## config.mk

```make
export PLATFORM = sky130hd
export DESIGN_NAME = branch_pc_unit_flat
export DESIGN_NICKNAME = d
export VERILOG_FILES = /design/src/rtl/branch_pc_unit_if.sv /design/src/rtl/branch_pc_unit.sv /design/src/flat_wrapper.sv
export SDC_FILE = /design/constraint.sdc
export NUM_CORES = 1
export LEC_CHECK = 0
export CELL_PAD_IN_SITES_DETAIL_PLACEMENT = 0
export CELL_PAD_IN_SITES_GLOBAL_PLACEMENT = 1
export CORE_MARGIN = 2
export CORE_UTILIZATION = 35
export DETAILED_ROUTE_END_ITERATION = 10
export GPL_TIMING_DRIVEN = 0
export PLACE_DENSITY_LB_ADDON = 0.12
export SKIP_CTS_REPAIR_TIMING = 1
export SYNTH_ARGS = -nofsm -noshare
export SYNTH_HDL_FRONTEND = slang
export SYNTH_SLANG_ARGS = --single-unit
export TNS_END_PERCENT = 5
```

## constraint.sdc

```tcl
create_clock -name clk -period 4.8 [get_ports clk]
set_input_delay 0.96 -clock clk [delete_from_list [all_inputs] [get_ports clk]]
set_output_delay 0.96 -clock clk [all_outputs]
set_load 0.1 [all_outputs]
```

## src/rtl/branch_pc_unit_if.sv

```systemverilog
// Instruction-side bus between the branch/PC unit and the surrounding pipeline.
interface branch_pc_unit_if;
  logic [31:0] Imm_in;
  logic        Branch;
  logic [2:0]  Funct3;
  logic [31:0] Rs1_data;
  logic [31:0] Rs2_data;
  logic        Stall;
  logic        Trap_ack;
  logic [31:0] PC_out;
  logic        Flush;
  logic        Trap;
  logic [31:0] Trap_pc;
  logic [15:0] Taken_count;

  // Pipeline side: drives decode/operand info, observes PC state.
  modport master (
    output Imm_in, Branch, Funct3, Rs1_data, Rs2_data, Stall, Trap_ack,
    input  PC_out, Flush, Trap, Trap_pc, Taken_count
  );

  // PC unit side.
  modport slave (
    input  Imm_in, Branch, Funct3, Rs1_data, Rs2_data, Stall, Trap_ack,
    output PC_out, Flush, Trap, Trap_pc, Taken_count
  );
endinterface

```

## src/rtl/branch_pc_unit.sv

```systemverilog
// Branch resolution and PC sequencing with misaligned-target trap handling.
module branch_pc_unit #(
  parameter logic [31:0] RESET_PC = 32'h0000_0000
) (
  input logic              clk,
  input logic              reset,
  branch_pc_unit_if.slave  bus
);

  localparam int unsigned XLEN  = 32;
  localparam int unsigned CNT_W = 16;

  typedef enum logic {RUN = 1'b0, TRAP = 1'b1} state_t;

  state_t            state_q, state_d;
  logic [XLEN-1:0]   pc_q, pc_d;
  logic [XLEN-1:0]   trap_pc_q, trap_pc_d;
  logic [CNT_W-1:0]  cnt_q, cnt_d;
  logic              flush_q, flush_d;

  logic              cond_c;
  logic              taken_c;
  logic [XLEN-1:0]   target_c;
  logic [XLEN-1:0]   seq_c;

  // Branch condition decode.
  always_comb begin
    cond_c = 1'b0;
    unique case (bus.Funct3)
      3'b000:  cond_c = (bus.Rs1_data == bus.Rs2_data);
      3'b001:  cond_c = (bus.Rs1_data != bus.Rs2_data);
      3'b100:  cond_c = ($signed(bus.Rs1_data) <  $signed(bus.Rs2_data));
      3'b101:  cond_c = ($signed(bus.Rs1_data) >= $signed(bus.Rs2_data));
      3'b110:  cond_c = (bus.Rs1_data <  bus.Rs2_data);
      3'b111:  cond_c = (bus.Rs1_data >= bus.Rs2_data);
      default: cond_c = 1'b0;
    endcase
  end

  assign taken_c  = bus.Branch & cond_c;
  assign target_c = pc_q + bus.Imm_in;
  assign seq_c    = pc_q + XLEN'(4);

  // State and datapath registers.
  always_ff @(posedge clk) begin
    if (reset) begin
      state_q   <= RUN;
      pc_q      <= RESET_PC;
      trap_pc_q <= '0;
      cnt_q     <= '0;
      flush_q   <= 1'b0;
    end else begin
      state_q   <= state_d;
      pc_q      <= pc_d;
      trap_pc_q <= trap_pc_d;
      cnt_q     <= cnt_d;
      flush_q   <= flush_d;
    end
  end

  // Next-state and next-value logic; Flush only pulses after a taken, aligned branch.
  always_comb begin
    state_d   = state_q;
    pc_d      = pc_q;
    trap_pc_d = trap_pc_q;
    cnt_d     = cnt_q;
    flush_d   = 1'b0;
    unique case (state_q)
      RUN: begin
        if (!bus.Stall) begin
          if (taken_c) begin
            if (target_c[1]) begin
              state_d   = TRAP;
              trap_pc_d = target_c;
            end else begin
              pc_d    = target_c;
              flush_d = 1'b1;
              if (cnt_q != {CNT_W{1'b1}}) cnt_d = cnt_q + CNT_W'(1);
            end
          end else begin
            pc_d = seq_c;
          end
        end
      end
      TRAP: begin
        if (bus.Trap_ack) begin
          state_d = RUN;
          pc_d    = seq_c;
        end
      end
      default: state_d = RUN;
    endcase
  end

  assign bus.PC_out      = pc_q;
  assign bus.Flush       = flush_q;
  assign bus.Trap        = (state_q == TRAP);
  assign bus.Trap_pc     = trap_pc_q;
  assign bus.Taken_count = cnt_q;

endmodule

```

## src/flat_wrapper.sv

```systemverilog
// flat-port wrapper written by rule: the top's interface ports become plain ports
module branch_pc_unit_flat 
#(
  parameter logic [31:0] RESET_PC = 32'h0000_0000
)
  (clk, reset, bus_Imm_in, bus_Branch, bus_Funct3, bus_Rs1_data, bus_Rs2_data, bus_Stall, bus_Trap_ack, bus_PC_out, bus_Flush, bus_Trap, bus_Trap_pc, bus_Taken_count);
  branch_pc_unit_if bus_i ();
  input logic clk;
  input logic reset;
  input wire logic [$bits(bus_i.Imm_in)-1:0] bus_Imm_in;
  input wire logic [$bits(bus_i.Branch)-1:0] bus_Branch;
  input wire logic [$bits(bus_i.Funct3)-1:0] bus_Funct3;
  input wire logic [$bits(bus_i.Rs1_data)-1:0] bus_Rs1_data;
  input wire logic [$bits(bus_i.Rs2_data)-1:0] bus_Rs2_data;
  input wire logic [$bits(bus_i.Stall)-1:0] bus_Stall;
  input wire logic [$bits(bus_i.Trap_ack)-1:0] bus_Trap_ack;
  output wire logic [$bits(bus_i.PC_out)-1:0] bus_PC_out;
  output wire logic [$bits(bus_i.Flush)-1:0] bus_Flush;
  output wire logic [$bits(bus_i.Trap)-1:0] bus_Trap;
  output wire logic [$bits(bus_i.Trap_pc)-1:0] bus_Trap_pc;
  output wire logic [$bits(bus_i.Taken_count)-1:0] bus_Taken_count;
  assign bus_i.Imm_in = bus_Imm_in;
  assign bus_i.Branch = bus_Branch;
  assign bus_i.Funct3 = bus_Funct3;
  assign bus_i.Rs1_data = bus_Rs1_data;
  assign bus_i.Rs2_data = bus_Rs2_data;
  assign bus_i.Stall = bus_Stall;
  assign bus_i.Trap_ack = bus_Trap_ack;
  assign bus_PC_out = bus_i.PC_out;
  assign bus_Flush = bus_i.Flush;
  assign bus_Trap = bus_i.Trap;
  assign bus_Trap_pc = bus_i.Trap_pc;
  assign bus_Taken_count = bus_i.Taken_count;
  branch_pc_unit #(.RESET_PC(RESET_PC)) u_core (.clk(clk), .reset(reset), .bus(bus_i));
endmodule
```

## Word-level counts from Yosys, hierarchy flattened

Cells that the tools add are included.

- Add/subtract/negate cells: 3
- Reductions and logical operators: 5
- Bitwise logic cells: 5
- Multiplexer cells: 12
- Equality and inequality tests: 11
- Order comparisons: 4

Operator list:

| operator | count |
|---|---|
| $mux 32 | 4 |
| $ge 32x32->1 | 2 |
| $lt 32x32->1 | 2 |
| $pmux 32 s2 | 1 |
| $add 32x3->32 const B | 1 |
| $add 32x32->32 | 1 |
| $eq 32x32->1 | 1 |
| $ne 32x32->1 | 1 |
| $add 16x1->16 const B | 1 |
| $ne 16x16->1 const B | 1 |
| $eq 3x3->1 const B | 4 |
| $pmux 1 s6 | 1 |
| $mux 1 | 5 |
| $reduce_and 5->1 | 1 |
| $ne 2x2->1 const B | 2 |
| $not 1->1 | 4 |
| $reduce_and 4->1 | 1 |
| $reduce_or 4->1 | 1 |
| $eq 3x1->1 const B | 1 |
| $logic_not 3->1 | 1 |
| $ne 3x3->1 const B | 1 |
| $reduce_and 3->1 | 1 |
| $pmux 1 s2 | 1 |
| $and 1x1->1 | 1 |

- Bits of input ports: 104
- Register bits after elaboration: 82
- Output and inout bits: 82
- Word-level logic and storage cells: 45

## Logic depth before layout (Yosys ltp)

Gate-level depths: netlist of run 1.

- Word-level depth: 6
- Gate-level depth with buffers: 15
- Mapped depth without buffers: 12

## Worst setup path after synthesis of run 1

No wires, ideal clock.

- Path type: input-to-reg
- Start point: in bus_Rs2_data[19]
- End point: reg u_core.trap_pc_q[22], in the netlist u_core.bus.Trap_pc[22]
- Slack: 1.079 ns
- Stages: 14
- Path buffers: 2
- Arrival time: 3.593 ns
- Cell sequence: inv_1 -> ha_1 -> a21oi_1 -> o21ai_0 -> a221oi_1 -> a21oi_1 -> nor3_1 -> mux2_4 -> o21a_1 -> buf_4 -> o21ai_2 -> buf_2 -> mux2i_1 -> nor2_1

- Word-level cells in the longest chain between the ends: 4

RTL lines:

| item | RTL line | RTL |
|---|---|---|
| start: declaration | flat_wrapper.sv:14 | `input wire logic [$bits(bus_i.Rs2_data)-1:0] bus_Rs2_data;` |
| $ge 32x32->1 (tied with other cells) | branch_pc_unit.sv:35 | `3'b111: cond_c = (bus.Rs1_data >= bus.Rs2_data);` |
| $pmux 1 s6 * | branch_pc_unit.sv:29 | `unique case (bus.Funct3)` |
| $and 1x1->1 * | branch_pc_unit.sv:40 | `assign taken_c = bus.Branch & cond_c;` |
| $reduce_and 4->1 (no source line) * | - |  |
| end signal: assignment | branch_pc_unit.sv:55 | `trap_pc_q <= trap_pc_d;` |
| end: declaration | branch_pc_unit.sv:17 | `logic [XLEN-1:0] trap_pc_q, trap_pc_d;` |

Mark *: on every way between the ends. The rest lies on a longest branch, timed or not.
A chain may end at the register's enable or synchronous reset.

## Worst setup path in the final report of run 1

- Start point: in bus_Rs2_data[11]
- End point: reg u_core.pc_q[20], in the netlist u_core.bus.PC_out[20]

- Word-level cells in the longest chain between the ends: 6

RTL lines:

| item | RTL line | RTL |
|---|---|---|
| $ge 32x32->1 (tied with other cells) | branch_pc_unit.sv:35 |  |
| $pmux 1 s6 * | branch_pc_unit.sv:29 |  |
| $and 1x1->1 * | branch_pc_unit.sv:40 |  |
| $mux 32 | branch_pc_unit.sv:71 | `if (taken_c) begin` |
| $mux 32 | branch_pc_unit.sv:70 | `if (!bus.Stall) begin` |
| $pmux 32 s2 | branch_pc_unit.sv:68 | `unique case (state_q)` |
| end signal: assignment | branch_pc_unit.sv:54 | `pc_q <= pc_d;` |
| end: declaration | branch_pc_unit.sv:16 | `logic [XLEN-1:0] pc_q, pc_d;` |

Mark *: on every way between the ends. The rest lies on a longest branch, timed or not. The select of a mux whose other input is x is not followed.

==> run metrics, run 1 <==
Detail Route Antenna Nets 0; cell area after placement 0.00853 mm²; dpl hpwl 16,400 µm; vias in the first global route 6,403; Post-synth EDFFs 0; ys flop type dfxtp_1; Avg WL per Cell 17.4 µm; clock buffer depth 2; H-tree depth 3; GRT overflow 0; Startpoint Class input port; overall power 2.23 mW; Max Cap Viol 0; adder-cell share of the synthesized area 12.7%; Worst EP arrival 4.66 ns; Finished Layout Cells 1,247; most frequent CP cell o21ai_0; Final #Nets 1,182; Core Rows 49; Compound-Gate Fraction of Synth Area 22.5%; DR vias/cell 5.34; Post-Syn Area per Cell 7.83 µm²; post-route clock period utilization 92.6%; XOR/XNOR Fraction of Synth Area 3.96%; leak pwr 3.63 nW; status finished clean; largest net degree at the start of global routing 16; RSZ-0062 raised after global routing false; HP Class flip-flop to flip-flop; Setup CP Type input port to flip-flop; Crit-path slowest cell clkdlybuf4s50_1; register area share after synthesis 25.3%; global-route wire length before repair 34,600 µm; clk_skew 0.00917 ns; Final Hold Vio Count 0; Starting Density 35.7%; Yosys reg bits 81; top cell type's share of synthesized area 25.3%; Yosys top cell by area dfxtp_1; io pins 186; Power Density 252 mW/mm²; Tmin final 4.44 ns; CTS tree done; dpl cells 1,231; clock root buffer master clkbuf_16; yosys warns 0; I/O Buffers 183; Core ar. 0.0180 mm²; Pins Over Slew Limit 0; fill count 1,813; multiplexer area fraction after synthesis 7.12%; most common cell after layout, fill and taps aside clkdlybuf4s50_1; Iteration-0 DRC Markers 294; Max Fclk 225 MHz; via count 6,665; ant diodes 0; Crit Path Max Fanout 10; clk sinks 81; Cell Area, Synth 0.00641 mm²; DIE WIDTH 139 µm; Final GP Congestion 0.859; Post-Syn Instances 819; dominant cells by area after synthesis dfxtp_1 (25%), ha_1 (13%), mux2i_1 (6.7%); Synth-to-Final Area Change 37.6%; Die Height 139 µm; crit-path cells clkdlybuf4s50_1 -> inv_1 -> ha_1 -> a21oi_1 -> o21ai_0 -> a221oi_1 -> o32ai_1 -> nor3_1 -> mux2_4 -> o211ai_1 -> nand4_1 -> clkbuf_1 -> clkbuf_1 -> o21ai_0 -> o21ai_0; number of antenna violations at the first check in global routing 0; maximum vdd drop 0.190 mV; max incr delay on CP 0.46 ns; total CTS buffers 9; Hold Path Stages 2; GRT Total Usage 22.0%; Worst-Margin Slew 1.01 ns; routed wire length 21,700 µm; worst skew pair latency 0.35 ns; Design Area, Final 0.00882 mm²; R2R depth 12; ys async rst share 0%; Slew headroom 32.4%; # setup viols final 0; largest family of logic cells by synthesized area compound AO/OA/AOI/OAI gates; DRC Markers 0; Netlist cell types 69; share of cells above drive strength 1 4.62%; syn nets 988; Pre-antenna DRT Iters 5; Reg clk slew, reported paths 0.07 ns; CP Capture Type flip-flop; most frequent cells in the layout clkdlybuf4s50_1 (183), a21oi_1 (81), dfxtp_1 (81); area share of and/or/nand/nor cells after synthesis 22.1%; die area 0.0194 mm²; Required @ worst endpoint 5.01 ns
area by class of cell:
cell class	instances	area [µm²]	area share [%]
clock inverters	7	56.3	0.639
well taps	229	287	3.25
inverters	62	233	2.64
clock buffers	9	225	2.55
flip-flops and latches	81	1620	18.4
repair buffers	183	1830	20.8
multi-input cells	641	4400	49.9
plain buffers	35	168	1.90
routing by layer:
metal / wire length (µm) / track usage [%]
met1: 10300 / 30.3
met2: 9950 / 36.7
met3: 1260 / 3.85
met4: 149 / 3.72
met5: 0 / 0
path summary, 6_finish.rpt:
| check | start | end | slack, ns |
|---|---|---|---|
| max | bus_Rs2_data[11] | u_core.bus.PC_out[20] | 0.36 |
| min | u_core.bus.Trap_pc[1] | u_core.bus.Trap_pc[1] | 0.45 |
| max reg2reg | u_core.bus.PC_out[11] | u_core.bus.PC_out[28] | 1.05 |
| min reg2reg | u_core.bus.Trap_pc[1] | u_core.bus.Trap_pc[1] | 0.45 |
sequential cells by signal, indices dropped and copies added, names as in the netlist:
name / flops
u_core.bus.Flush: 1
u_core.bus.Trap: 1
u_core.bus.Taken_count: 16
u_core.bus.Trap_pc: 32
u_core.bus.PC_out: 31
cell usage after synthesis (3+ instances only):
library cell,instances
inv_1,62
o21bai_1,7
o21a_1,5
o32ai_1,9
a21oi_1,81
a22oi_1,3
o31ai_1,9
nor2b_1,11
or2_2,4
xnor2_1,18
a31oi_1,12
and3_1,11
a221oi_1,3
buf_2,8
nor4_1,3
nand2b_1,9
a21o_1,13
or3_1,16
nand4b_1,3
buf_4,5
dfxtp_1,81
mux2i_1,43
nor3_1,22
o21ai_0,32
or4_1,9
ha_1,65
nand4_1,14
nand3_1,32
nand2_1,55
a211oi_1,4
xor2_1,11
o41a_1,3
o41ai_1,3
o211ai_1,10
clkbuf_1,21
and2_1,3
nor2_1,72
o22ai_1,6
and4_1,4
worst max-delay path, delay by kind of cell:
| kind | cells | cell delay, ns |
|---|---|---|
| AO/OA/AOI/OAI | 7 | 1.30 |
| buffers and inverters | 4 | 1.20 |
| AND/OR/NAND/NOR | 2 | 0.51 |
| multiplexers | 1 | 0.37 |
| adder cells (fa/ha/maj) | 1 | 0.31 |
logic make-up after synthesis:
family                   after synthesis
AND/OR/NAND/NOR                      279
AO/OA/AOI/OAI                        222
buffers and inverters                 97
flip-flops                            81
adder cells (fa/ha/maj)               65
multiplexers                          45
XOR/XNOR                              29
other                                  1
power breakdown:
| group | switching, mW | internal, mW |
|---|---|---|
| clock network | 0.324 | 0.355 |
| registers | 0.0390 | 0.700 |
| logic | 0.514 | 0.294 |
per-stage QoR:
stage / setup WS [ns] / hold WS (ns) / TNS [ns] / utilization, %
2_1_floorplan: 1.08 / 0.880 / 0 / -
3_3_place_gp: -0.0716 / 0.438 / -0.408 / 47.5
3_5_place_dp: -0.112 / 0.441 / -0.998 / 47.5
4_1_cts: 0.271 / 0.451 / 0 / 49.0
5_1_grt: 0.00212 / 0.474 / 0 / 49.1
6_report: 0.357 / 0.448 / 0 / 49.1
(Power assumes the default switching activity.)
==> run 2: changes to the inputs <==
- GPL_TIMING_DRIVEN: 0 -> default
- HOLD_SLACK_MARGIN: default -> 0.03
==> run metrics, run 2 (synthesis results as in run 1) <==
status finished clean (unchanged); Final GP Congestion 0.799 (was 0.859); Required @ worst endpoint 5.01 ns (about the same); most frequent cells in the layout clkdlybuf4s50_1 (183), a21oi_1 (81), dfxtp_1 (81) (unchanged); Worst Hold End u_core.bus.Trap_pc[1] (unchanged); most frequent CP cell buf_4 (was o21ai_0); Final Hold Vio Count 0 (unchanged); Core Rows 49 (unchanged); clock buffer depth 2 (unchanged); total CTS buffers 9 (unchanged); clk sinks 81 (unchanged); largest net degree at the start of global routing 45 (was 16); Setup CP Type input port to flip-flop (unchanged); CP Capture Type flip-flop (unchanged); Min Hold Slack 0.456 ns (was 0.448 ns); leak pwr 3.69 nW (was 3.63 nW); io pins 186 (unchanged); Tmin final 4.11 ns (was 4.44 ns); Hold Path Stages 2 (unchanged); Crit-path slowest cell clkdlybuf4s50_1 (unchanged); clock root buffer master clkbuf_16 (unchanged); max FFs per register 32 (unchanged); delay-heaviest family, CP compound AO/OA/AOI/OAI gates (unchanged); Critical path buffers and inverters 4 (unchanged); I/O Buffers 184 (was 183); worst skew pair latency 0.35 ns (about the same); Critical R2R Launch u_core.bus.PC_out[11] (unchanged); R2R depth 13 (was 12); Fin Setup TNS 0 ns (unchanged); Iteration-0 DRC Markers 376 (was 294); RSZ-0062 raised after global routing false (unchanged); Final #Nets 1,167 (was 1,182); Max Cap Viol 0 (unchanged); Slew headroom 32.5% (was 32.4%); clk_skew 0.00681 ns (was 0.00917 ns); routed wire length 19,700 µm (was 21,700 µm); Worst EP arrival 4.32 ns (was 4.66 ns); maximum vdd drop 0.195 mV (was 0.190 mV); Avg WL per Cell 16.0 µm (was 17.4 µm); Die Height 139 µm (unchanged); via count 6,525 (was 6,665); Synth-to-Final Area Change 38.4% (was 37.6%); Pre-antenna DRT Iters 5 (unchanged); share of cells above drive strength 1 5.18% (was 4.62%); # setup viols final 0 (unchanged); Reg clk slew, reported paths 0.06 ns (was 0.07 ns); DR vias/cell 5.30 (was 5.34); Detail Route Antenna Nets 0 (unchanged); RR Endpoint u_core.bus.PC_out[28] (unchanged); die area 0.0194 mm² (unchanged); Power Density 255 mW/mm² (was 252 mW/mm²); vias in the first global route 6,273 (was 6,403); CTS tree done (unchanged); reg2reg setup slack 1.30 ns (was 1.05 ns); max incr delay on CP 0.47 ns (was 0.46 ns); DIE WIDTH 139 µm (unchanged); post-route clock period utilization 85.7% (was 92.6%); Pins Over Slew Limit 0 (unchanged); global-route wire length before repair 32,100 µm (was 34,600 µm); number of antenna violations at the first check in global routing 0 (unchanged); Starting Density 35.7% (unchanged); GRT Total Usage 20.1% (was 22.0%); dpl hpwl 15,000 µm (was 16,400 µm); most common cell after layout, fill and taps aside clkdlybuf4s50_1 (unchanged); Crit Path Max Fanout 12 (was 10); crit-path cells clkdlybuf4s50_1 -> inv_1 -> ha_1 -> a21oi_1 -> o21ai_0 -> a221oi_1 -> o32ai_1 -> nor3_1 -> mux2_4 -> o21a_1 -> buf_4 -> o21ai_4 -> buf_4 -> mux2i_1 -> nor2_1 (was clkdlybuf4s50_1 -> inv_1 -> ha_1 -> a21oi_1 -> o21ai_0 -> a221oi_1 -> o32ai_1 -> nor3_1 -> mux2_4 -> o211ai_1 -> nand4_1 -> clkbuf_1 -> clkbuf_1 -> o21ai_0 -> o21ai_0); ant diodes 0 (unchanged); Max Fclk 243 MHz (was 225 MHz); HP Class flip-flop to flip-flop (unchanged); Worst-Margin Slew 1.01 ns (about the same); Core ar. 0.0180 mm² (unchanged); GRT overflow 0 (unchanged); min-delay src u_core.bus.Trap_pc[1] (unchanged); DRC Markers 0 (unchanged); H-tree depth 3 (unchanged); Startpoint Class input port (unchanged)
-- run 2: cell count changes in the layout (fill, tap and decap cells not counted), moves of 2 or more --
cell	delta
buf_12	+4
clkinvlp_4	-2
buf_4	+10
clkbuf_1	-20
clkinv_4	-2
buf_2	-7
clkinv_2	+2
-- run 2: worst max path at each step --
stage	startpoint	to	slack, ns	cells past startpoint
final	bus_Rs2_data[9]	u_core.bus.Trap_pc[17]	0.69	15
after global routing	bus_Rs2_data[9]	u_core.bus.Trap_pc[17]	0.40	15
after CTS	bus_Rs2_data[9]	u_core.bus.Trap_pc[17]	0.63	15
after detailed placement	bus_Rs2_data[9]	u_core.bus.Trap_pc[18]	0.28	15
after global placement	bus_Imm_in[0]	u_core.bus.PC_out[28]	0.32	14
after floorplan	bus_Rs2_data[19]	u_core.bus.Trap_pc[22]	1.08	14
-- run 2: report_power, final --
part	internal (mW)	total (mW)	switching [mW]
logic	0.306	0.806	0.500
registers	0.700	0.736	0.0361
clock network	0.416	0.720	0.304
total	1.42	2.26	0.840
-- run 2: worst register-to-register path, cell delays in order (launching register included) --
cell and delay (ns):
dfxtp_1 0.30, buf_4 0.16, ha_1 0.39, a211oi_1 0.26, nor2_1 0.08, a211oi_1 0.35
o22ai_1 0.20, nor3b_1 0.24, buf_4 0.16, o31ai_1 0.08, o41ai_1 0.43, xnor2_1 0.22
or3b_2 0.47, o211ai_1 0.10
-- run 2: area by class of cell --
class,count,area (µm²)
sequential,81,1620
clock inverter,5,55.1
timing repair buffer,203,2030
inverter,62,233
clock buffer,11,243
multi-input combinational,641,4400
tap,229,287
fill,1795,9090
-- run 2: metal layers --
metal	GRT usage, %	share of wire [%]	vias to the layer above
met3	3.72	4.7	6
met4	3.08	0.44	0
met1	28.2	50	2982
li1	-	-	3358
met5	0	0	-
met2	32.7	45	179
-- run 2: stage by stage --
stage	utilization (%)	std cells	area (µm²)	total power [mW]	setup slack, ns
after global routing	49.4	1232	8870	2.38	0.404
final	49.4	1232	8870	2.26	0.688
after floorplan	-	819	6410	1.30	1.08
after CTS	49.4	1232	8870	2.29	0.632
after detailed placement	47.7	1216	8570	1.56	0.281
after global placement	47.7	1216	8570	1.56	0.317
